File: src/rtl/seq_alu.sv
// Registered, handshaked ALU with 6502-style binary/decimal ADC/SBC, logic, shift and compare ops.
// A decimal ADC/SBC spends one extra cycle (DADJ) applying the nibble correction to the binary result.
module seq_alu #(
    parameter int WIDTH      = 8,
    parameter int DECIMAL_EN = 1
) (
    input  logic             clk,
    input  logic             rst_n,
    input  logic             in_valid,
    output logic             in_ready,
    input  logic [3:0]       op,
    input  logic [WIDTH-1:0] a,
    input  logic [WIDTH-1:0] b,
    input  logic             carry_in,
    input  logic             overflow_in,
    input  logic             decimal,
    output logic             out_valid,
    input  logic             out_ready,
    output logic [WIDTH-1:0] f,
    output logic             negative,
    output logic             overflow,
    output logic             zero,
    output logic             carry
);

    localparam int NIB = WIDTH / 4;

    localparam logic [3:0] OP_ADC = 4'h0;
    localparam logic [3:0] OP_SBC = 4'h1;
    localparam logic [3:0] OP_EOR = 4'h2;
    localparam logic [3:0] OP_ORA = 4'h3;
    localparam logic [3:0] OP_AND = 4'h4;
    localparam logic [3:0] OP_INC = 4'h5;
    localparam logic [3:0] OP_DEC = 4'h6;
    localparam logic [3:0] OP_ROR = 4'h7;
    localparam logic [3:0] OP_ROL = 4'h8;
    localparam logic [3:0] OP_ASL = 4'h9;
    localparam logic [3:0] OP_LSR = 4'hA;
    localparam logic [3:0] OP_CMP = 4'hB;

    typedef enum logic [1:0] {IDLE, EXEC, DADJ, DONE} state_t;

    state_t state, state_nxt;

    logic             accept;
    logic             is_dec_p0;

    logic [3:0]       op_p0;
    logic [WIDTH-1:0] a_p0;
    logic [WIDTH-1:0] b_p0;
    logic             cin_p0;
    logic             vin_p0;
    logic             dec_p0;

    logic [WIDTH-1:0] ar_p1;
    logic [NIB-1:0]   nc_p1;
    logic             arc_p1;
    logic             sub_p1;
    logic             cy_p1;
    logic [3:0]       bn_p1;
    logic [4:0]       t5_p1;
    logic [WIDTH-1:0] f_p1;
    logic             c_p1;
    logic             v_p1;

    logic [NIB-1:0]   nc_p2;
    logic [WIDTH:0]   fix_p2;

    // ADC correction: a nibble above 9 (after any carry added by the nibble below) or one that
    // carried in the binary add gets +6; only carries not already taken in binary ripple upward.
    function automatic logic [WIDTH:0] bcd_add_fix(input logic [WIDTH-1:0] bin,
                                                   input logic [NIB-1:0]   nc);
        logic [WIDTH-1:0] r;
        logic [4:0]       x;
        logic             cadd;
        logic             dc;
        r    = bin;
        cadd = 1'b0;
        dc   = 1'b0;
        for (int i = 0; i < NIB; i++) begin
            x    = {1'b0, bin[4*i +: 4]} + {4'd0, cadd};
            dc   = nc[i] | (x > 5'd9);
            x    = x + (dc ? 5'd6 : 5'd0);
            r[4*i +: 4] = x[3:0];
            cadd = dc & ~nc[i];
        end
        return {dc, r};
    endfunction

    // SBC correction: borrows already ripple identically in binary and BCD, so each borrowing
    // nibble just drops by 6 to turn its +16 wrap into a +10 wrap.
    function automatic logic [WIDTH:0] bcd_sub_fix(input logic [WIDTH-1:0] bin,
                                                   input logic [NIB-1:0]   nb);
        logic [WIDTH-1:0] r;
        r = bin;
        for (int i = 0; i < NIB; i++) begin
            if (nb[i]) begin
                r[4*i +: 4] = bin[4*i +: 4] - 4'd6;
            end
        end
        return {~nb[NIB-1], r};
    endfunction

    assign in_ready  = (state == IDLE) || (state == DONE && out_ready);
    assign accept    = in_valid && in_ready;
    assign out_valid = (state == DONE);
    assign is_dec_p0 = (DECIMAL_EN != 0) && dec_p0 && (op_p0 == OP_ADC || op_p0 == OP_SBC);

    always_ff @(posedge clk or negedge rst_n) begin
        if (!rst_n) begin
            state <= IDLE;
        end else begin
            state <= state_nxt;
        end
    end

    always_comb begin
        state_nxt = state;
        case (state)
            IDLE: if (accept) state_nxt = EXEC;
            EXEC: state_nxt = is_dec_p0 ? DADJ : DONE;
            DADJ: state_nxt = DONE;
            DONE: if (out_ready) state_nxt = accept ? EXEC : IDLE;
            default: state_nxt = IDLE;
        endcase
    end

    // ---- p0: operands captured at the accept edge ----
    always_ff @(posedge clk) begin
        if (accept) begin
            op_p0  <= op;
            a_p0   <= a;
            b_p0   <= b;
            cin_p0 <= carry_in;
            vin_p0 <= overflow_in;
            dec_p0 <= decimal;
        end
    end

    // ---- p1: EXEC, nibble-rippled add/subtract keeps the per-nibble carries for DADJ ----
    always_comb begin
        ar_p1  = '0;
        nc_p1  = '0;
        bn_p1  = '0;
        t5_p1  = '0;
        sub_p1 = (op_p0 == OP_SBC) || (op_p0 == OP_CMP);
        cy_p1  = (op_p0 == OP_CMP) ? 1'b1 : cin_p0;
        for (int i = 0; i < NIB; i++) begin
            bn_p1 = sub_p1 ? ~b_p0[4*i +: 4] : b_p0[4*i +: 4];
            t5_p1 = {1'b0, a_p0[4*i +: 4]} + {1'b0, bn_p1} + {4'd0, cy_p1};
            ar_p1[4*i +: 4] = t5_p1[3:0];
            cy_p1    = t5_p1[4];
            nc_p1[i] = sub_p1 ? ~t5_p1[4] : t5_p1[4];
        end
        arc_p1 = cy_p1;
    end

    always_comb begin
        f_p1 = a_p0;
        c_p1 = cin_p0;
        v_p1 = vin_p0;
        case (op_p0)
            OP_ADC: begin
                f_p1 = ar_p1;
                c_p1 = arc_p1;
                v_p1 = ~(a_p0[WIDTH-1] ^ b_p0[WIDTH-1]) & (a_p0[WIDTH-1] ^ ar_p1[WIDTH-1]);
            end
            OP_SBC: begin
                f_p1 = ar_p1;
                c_p1 = arc_p1;
                v_p1 = (a_p0[WIDTH-1] ^ b_p0[WIDTH-1]) & (a_p0[WIDTH-1] ^ ar_p1[WIDTH-1]);
            end
            OP_EOR: f_p1 = a_p0 ^ b_p0;
            OP_ORA: f_p1 = a_p0 | b_p0;
            OP_AND: f_p1 = a_p0 & b_p0;
            OP_INC: f_p1 = a_p0 + {{(WIDTH-1){1'b0}}, 1'b1};
            OP_DEC: f_p1 = a_p0 - {{(WIDTH-1){1'b0}}, 1'b1};
            OP_ROR: begin
                f_p1 = {cin_p0, b_p0[WIDTH-1:1]};
                c_p1 = b_p0[0];
            end
            OP_ROL: begin
                f_p1 = {b_p0[WIDTH-2:0], cin_p0};
                c_p1 = b_p0[WIDTH-1];
            end
            OP_ASL: begin
                f_p1 = {b_p0[WIDTH-2:0], 1'b0};
                c_p1 = b_p0[WIDTH-1];
            end
            OP_LSR: begin
                f_p1 = {1'b0, b_p0[WIDTH-1:1]};
                c_p1 = b_p0[0];
            end
            OP_CMP: begin
                f_p1 = ar_p1;
                c_p1 = arc_p1;
            end
            default: begin
                f_p1 = a_p0;
                c_p1 = 1'b0;
            end
        endcase
    end

    // ---- p2: DADJ, decimal correction of the binary result held in f ----
    always_ff @(posedge clk) begin
        if (state == EXEC) begin
            nc_p2 <= nc_p1;
        end
    end

    assign fix_p2 = (op_p0 == OP_SBC) ? bcd_sub_fix(f, nc_p2) : bcd_add_fix(f, nc_p2);

    always_ff @(posedge clk or negedge rst_n) begin
        if (!rst_n) begin
            f        <= '0;
            negative <= 1'b0;
            overflow <= 1'b0;
            zero     <= 1'b0;
            carry    <= 1'b0;
        end else if (state == EXEC) begin
            f        <= f_p1;
            negative <= f_p1[WIDTH-1];
            overflow <= v_p1;
            zero     <= (f_p1 == '0);
            carry    <= c_p1;
        end else if (state == DADJ) begin
            f        <= fix_p2[WIDTH-1:0];
            negative <= fix_p2[WIDTH-1];
            zero     <= (fix_p2[WIDTH-1:0] == '0);
            carry    <= fix_p2[WIDTH];
        end
    end

endmodule

File: config.mk
export PLATFORM = sky130hd
export DESIGN_NAME = seq_alu
export DESIGN_NICKNAME = d
export VERILOG_FILES = /design/src/rtl/seq_alu.sv
export SDC_FILE = /design/constraint.sdc
export NUM_CORES = 1
export LEC_CHECK = 0
export BUFFER_PORTS_ARGS = -buffer_cell sky130_fd_sc_hd__buf_4
export CAP_MARGIN = 20
export CORE_MARGIN = 3
export CORE_UTILIZATION = 55
export CTS_BUF_LIST = sky130_fd_sc_hd__clkbuf_8
export DETAILED_ROUTE_END_ITERATION = 10
export PLACE_DENSITY = 0.74
export SYNTH_ARGS = -nofsm -noshare
export SYNTH_HDL_FRONTEND = slang
export SYNTH_SLANG_ARGS = --single-unit
File: constraint.sdc
create_clock -name clk -period 5.45 [get_ports clk]
set_clock_uncertainty 0.05 [all_clocks]
set_input_delay 1.09 -clock clk [delete_from_list [all_inputs] [get_ports clk]]
set_output_delay 1.09 -clock clk [all_outputs]
set_load 0.005 [all_outputs]
==> results of run 1 <==
[cells by family (layout without fill, tap and decap cells)]
group | Yosys count | in the layout | share of synthesized area (%)
flip-flops | 38 | 38 | 30.23
multiplexers | 9 | 9 | 2.636
buffers and inverters | 47 | 84 | 5.800
AO/OA/AOI/OAI | 113 | 113 | 21.27
adder cells (fa/ha/maj) | 46 | 46 | 17.64
XOR/XNOR | 29 | 29 | 7.135
AND/OR/NAND/NOR | 107 | 107 | 15.29
[layout make-up]
class	count	area [um2]
inverter	28	105.1
clock buffer	6	82.58
multi-input combinational	304	2277
fill	492	2047
sequential	38	1076
timing repair buffer	48	380.4
tap	75	93.84
clock inverter	2	33.78
[synth_stat cells, types with 7 or more instances]
cell type  count  area, um2
a211oi_1       7      52.55
a21o_1         7      52.55
a21oi_1       28      140.1
dfrtp_1       13      325.3
edfxtp_1      25      750.7
fa_1           7      140.1
ha_1          39      488.0
inv_1         27      101.4
nand2_1       21      78.83
nor2_1        36      135.1
nor3_1        14      70.07
o21ai_0       23      115.1
xnor2_1       23      201.4
[final timing paths]
check / start / end / slack, ps / depth (start not counted)
worst max-delay path: op_p0[3] / f[5] / 940 / 17
worst min-delay path: carry / carry / 510 / 2
worst max register to register: op_p0[3] / f[5] / 940 / 17
worst min register to register: carry / carry / 510 / 2
max in group asynchronous: rst_n / state[0] / 4600 / 1
min in group asynchronous: rst_n / f[6] / 580 / 1
[registers in the layout, summed over array words and instances (netlist names)]
| signal | count |
|---|---|
| a_p0 | 8 |
| b_p0 | 8 |
| carry | 1 |
| cin_p0 | 1 |
| dec_p0 | 1 |
| f | 8 |
| nc_p2 | 2 |
| op_p0 | 4 |
| overflow | 1 |
| state | 2 |
| vin_p0 | 1 |
| zero | 1 |
[worst max-delay path, delay by kind of cell, from the launching register on]
kind                     cells  cell delay (ps)
adder cells (fa/ha/maj)      4             1660
XOR/XNOR                     1              160
AND/OR/NAND/NOR              4              550
AO/OA/AOI/OAI                7             1410
flip-flops                   1              510
buffers and inverters        1               80
[layout by cell type, fill, tap and decap left out, types with 3 or more instances in the layout]
master    synthesis  routed
a211oi_1          7       7
a21o_1            7       7
a21oi_1          28      28
a221o_1           4       4
a22oi_1           4       4
a31oi_1           4       4
and2_1            3       3
and3b_1           4       4
buf_4             6      47
clkbuf_8          0       6
dfrtp_1          13      13
edfxtp_1         25      25
fa_1              7       7
ha_1             39      39
inv_1            27      28
mux2_2            3       3
mux2i_1           6       6
nand2_1          21      21
nand2b_1          5       5
nand3_1           4       4
nor2_1           36      36
nor2b_1           6       6
nor3_1           14      14
o211ai_1          6       6
o21ai_0          23      23
o21bai_1          3       3
o221ai_1          3       3
o22ai_1           3       3
xnor2_1          23      23
xor2_1            6       6
[where the power goes]
group	switching, mW	internal [mW]	leakage [nW]
logic	0.725	0.620	1.29
registers	0.143	0.425	0.381
clock network	0.112	0.148	0.0626
[per-layer routing]
| layer | vias to the layer above | part of all wire [%] |
|---|---|---|
| li1 | 1490 | - |
| met1 | 1476 | 43 |
| met2 | 136 | 46 |
| met3 | 27 | 7.6 |
| met4 | 0 | 3.4 |
| met5 | - | 0 |
[per-stage QoR]
step	setup WS (ps)	std cells	cell area, um2	hold slack [ps]	power [mW]
after floorplan	1051	389	3560	454.7	1.506
after global placement	1122	492	3905	469.5	1.841
after detailed placement	1021	492	3905	483.3	1.877
after CTS	981.5	500	4021	484.8	2.141
after global routing	746.0	501	4049	543.3	2.342
final	944.5	501	4049	510.1	2.171
==> results.yml, run 1 <==
critical_path:
  start_kind: "flop"
  crit_path_max_incr_delay_ps: 510
  worstPathRequired_ps: 5640
  path_cells: "nor2_1, nand2b_1, nand3_1, xnor2_1, fa_1, fa_1, a21o_1, a21o_1, fa_1, inv_1, fa_1, a211oi_1, nor2_1, o221ai_1, a22oi_1, o211ai_1, o21a_1"
  worstSetupPathType: "flop to flop"
  crit_path_frequent_cell: "fa_1"
  path_max_fanout: 8
  cp-end-kind: "flop"
  cp_data_arrival_time_ps: 4700
  cp_slowest_cell: "edfxtp_1"
cts:
  clockBufferDepth: 2
  hold_buffers: 0
  cts_tree: "done"
  path_clk_slew_ps: 90
  postCtsSetupBuffers: 0
  cts_made_buffers: 5
  htreeDepth: 2
  insertion_delay_ps: 300
  cts.sinks: 38
  cts-root-buf: "clkbuf_8"
  cts_resized: 0
yosys:
  async_flop_share_pct: 34.21
  ys.flop_type: "edfxtp_1"
  synthesis.nets: 462
  yosys_warnings: 0
  syn_inst: 389
  synth-edff-count: 25
  synth.cell_area_mm2: 0.003560
  ys_seq_elements: 38
  syn_avg_cell_area_um2: 9.151
  ys_seq_area_share_pct: 30.23
  ys_types: 60
placement:
  place_hpwl_mm: 7.127
  gp_congestion: 0.9284
  port_buffers: 40
global_routing:
  antenna_found_initial: 0
  grt_overflow_total: 0
  grt_pass1_wl_mm: 14.91
  busiest_layer: "met2"
  grt_usage_pct: 25.72
  grt_pass1_vias: 3010
  grt_start_max_net_pins: 24
  grtUsageMet2_pct: 40.82
  grtUsageMet3_pct: 5.513
  met1_usage_pct: 34.32
sta:
  fin_tns_setup_ps: 0
  setup_viol: 0
  final-max-slew-violation-count: 0
  worst_pin_slew_ps: 875.2
  rsz0062_at_grt: "no"
  hold_viol_final: 0
  fin_crit_sh_pct: 82.67
  max_slew_margin_pct: 41.53
  fmax_ghz: 0.2219
  min_period_ps: 4506
die:
  pin_count: 41
  die-area_mm2: 0.007474
  core_mm2: 0.006096
  initial_utilization_pct: 58.39
  placementRows: 28
  die_w_um: 86.45
  die_y_um: 86.45
pwr:
  leakage_nw: 1.729
  power_density_mw_per_mm2: 536.2
  irDropWorstVdd_mv: 0.4679
run_status:
  run_status: "completed"
routing:
  wirelength_mm: 9.450
  viasPerCell: 6.246
  wl_per_cell_um: 18.86
  drc: 0
  drtIter0Drc: 389
  num_vias: 3129
  dr.pass1.iters: 6
  ant_nets: 0
run:
  maxCapViolations: 0
cells_and_area:
  num_antenna_cells: 0
  area_growth_pct: 13.74
  nNetsFinal: 498
  drive_gt1_share_pct: 15.02
  fin_util_pct: 66.42
hold_path:
  hp-class: "flop to flop"
No activity file was read; power rests on OpenSTA's default activity.
==> run 2: changes to the inputs <==
ABC_AREA = 1   (was not set)
PLACE_DENSITY = 0.77   (was 0.74)
clock period = 3.77 ns   (was 5.45 ns; I/O delays follow)
==> results.yml, run 2 <==
run_status:
  run_status: "completed"
global_routing:
  grt_start_max_net_pins: 25
  grt_usage_pct: 24.81
  grt_pass1_wl_mm: 14.50
  antenna_found_initial: 0
  grt_pass1_vias: 3112
  grt_overflow_total: 0
sta:
  worst_pin_slew_ps: 507.9
  hold_viol_final: 0
  fin_crit_sh_pct: 94.72
  fin_tns_setup_ps: 0
  max_slew_margin_pct: 66.14
  min_period_ps: 3571
  fmax_ghz: 0.2800
  setup_viol: 0
  final-max-slew-violation-count: 0
  timing.hold.ws_ps: 245.2
  rsz0062_at_grt: "yes"
critical_path:
  worstPathRequired_ps: 3960
  start_kind: "flop"
  cp_data_arrival_time_ps: 3760
  path_max_fanout: 9
  cp-end-kind: "flop"
  worstSetupPathType: "flop to flop"
yosys:
  synthTopCellsByArea: "edfxtp_1, ha_1, nand2_1, dfrtp_1, inv_1"
  synth_commonest_cells: "nand2_1, inv_1, nor2_1"
  yosys_warnings: 0
  synth.cell_area_mm2: 0.003526
  synth_most_common_cell: "nand2_1"
  synth-edff-count: 25
  ys.flop_type: "edfxtp_1"
  syn_inst: 466
  ys_seq_elements: 38
  async_flop_share_pct: 34.21
  synth_top_area_share_pct: 21.29
  ys_types: 37
  synthesis.nets: 539
  ys_seq_area_share_pct: 30.52
  syn_avg_cell_area_um2: 7.566
  synth_top_area_cell: "edfxtp_1"
placement:
  gp_congestion: 0.9782
  place_hpwl_mm: 6.887
  dp_cells: 585
  port_buffers: 40
  placed_area_mm2: 0.003970
cells_and_area:
  layout_commonest_cell: "nand2_1"
  largestRegisters: "a_p0 x8, b_p0 x8, f x8"
  drive_gt1_share_pct: 18.39
  area_growth_pct: 16.64
  nNetsFinal: 594
  design_area_mm2: 0.004113
  stdcell_count: 597
  num_antenna_cells: 0
  final_cell_mix: "nand2_1, buf_4, inv_1"
  fillCellCount: 504
  fin_util_pct: 67.86
cts:
  insertion_delay_ps: 300
  clockBufferDepth: 2
  htreeDepth: 2
  hold_buffers: 0
  path_clk_slew_ps: 80
  cts-root-buf: "clkbuf_8"
  cts_tree: "done"
  cts_made_buffers: 5
  cts.sinks: 38
pwr:
  leakage_nw: 2.086
  irDropWorstVdd_mv: 0.5682
  p_sw_share_pct: 48.02
  power_density_mw_per_mm2: 695.5
  combinationalPowerShare_pct: 63.2
  p_int_mw: 1.487
  switchingPower_mw: 1.373
  clkPwrFrac_pct: 9.8
  p_seq_share_pct: 27.0
routing:
  wl_per_cell_um: 14.56
  drc: 0
  dr.pass1.iters: 5
  ant_nets: 0
  viasPerCell: 5.546
  wirelength_mm: 8.691
  drtIter0Drc: 265
  num_vias: 3311
die:
  pin_count: 41
  die_w_um: 86.07
  initial_utilization_pct: 58.18
  die-area_mm2: 0.007407
  die_y_um: 86.07
  placementRows: 28
  core_mm2: 0.006061
run:
  maxCapViolations: 0
hold_path:
  hp-class: "primary input to async pin"
[run 2: area by class of cell]
type | count | area [um2] | area share, %
clock buffers | 5 | 68.82 | 1.673
clock inverters | 3 | 16.27 | 0.3955
inverters | 62 | 237.7 | 5.780
multi-input cells | 360 | 2215 | 53.85
flip-flops and latches | 38 | 1076 | 26.16
well taps | 75 | 93.84 | 2.282
repair buffers | 54 | 405.4 | 9.857
[run 2: power by group through the flow]
stage	registers [mW]	clock network [mW]	logic, mW
after floorplan	0.748	0	1.26
after CTS	0.769	0.281	1.76
final	0.772	0.281	1.81
after global placement	0.773	0	1.69
after global routing	0.795	0.301	2.04
after detailed placement	0.778	0	1.73
[run 2: per-layer routing]
metal	vias up	track usage [%]	wire length, um
met3	27	4.035	601
li1	1619	-	-
met2	138	39.52	4058
met5	-	0	0
met1	1527	33.84	3755
met4	0	9.496	276
[run 2: final timing paths]
path	startpoint	to	slack, ps	cells past startpoint
max	op_p0[2]	zero	200	23
min	rst_n	f[3]	250	1
max reg2reg	op_p0[2]	zero	200	23
min reg2reg	carry	carry	480	2
max in group asynchronous	rst_n	overflow	3240	1
min in group clk	carry	carry	480	2
[run 2: worst max-delay path, cell delays in order, from the launching register on]
cell      delay, ps
edfxtp_1        510
nor2_4          230
nand2_8          80
inv_6            70
nand2_4          50
nand2_4          70
buf_4           210
xor2_1          280
fa_2            280
a21oi_2          60
o21bai_2        170
fa_2            250
inv_2            40
fa_2            340
xnor2_1         140
nand2_1          70
nand3_1          70
nor2_1           80
nand2_1          50
nand2_1          50
nand2_1          60
nor2_1          100
nand3_1          90
a21oi_2         110
[run 2: kinds of logic after synthesis]
| kind of cell | count (synthesis) | synth area share (%) |
|---|---|---|
| XOR/XNOR | 20 | 5.181 |
| AND/OR/NAND/NOR | 241 | 30.55 |
| AO/OA/AOI/OAI | 53 | 8.446 |
| buffers and inverters | 68 | 7.488 |
| flip-flops | 38 | 30.52 |
| adder cells (fa/ha/maj) | 46 | 17.81 |
[run 2: what timing repair did]
item,in CTS,in global routing
endpoints found under the setup margin,1,5
setup buffers,2,2
pin swaps,0,2
gates resized for setup,0,9
[run 2: per-stage QoR]
stage	total power, mW	worst slack (ps)
floorplan	2.006	27.77
global placement	2.460	102.1
detailed placement	2.512	-4.772
CTS	2.807	1.445
global route	3.141	-54.96
finish	2.860	199.1
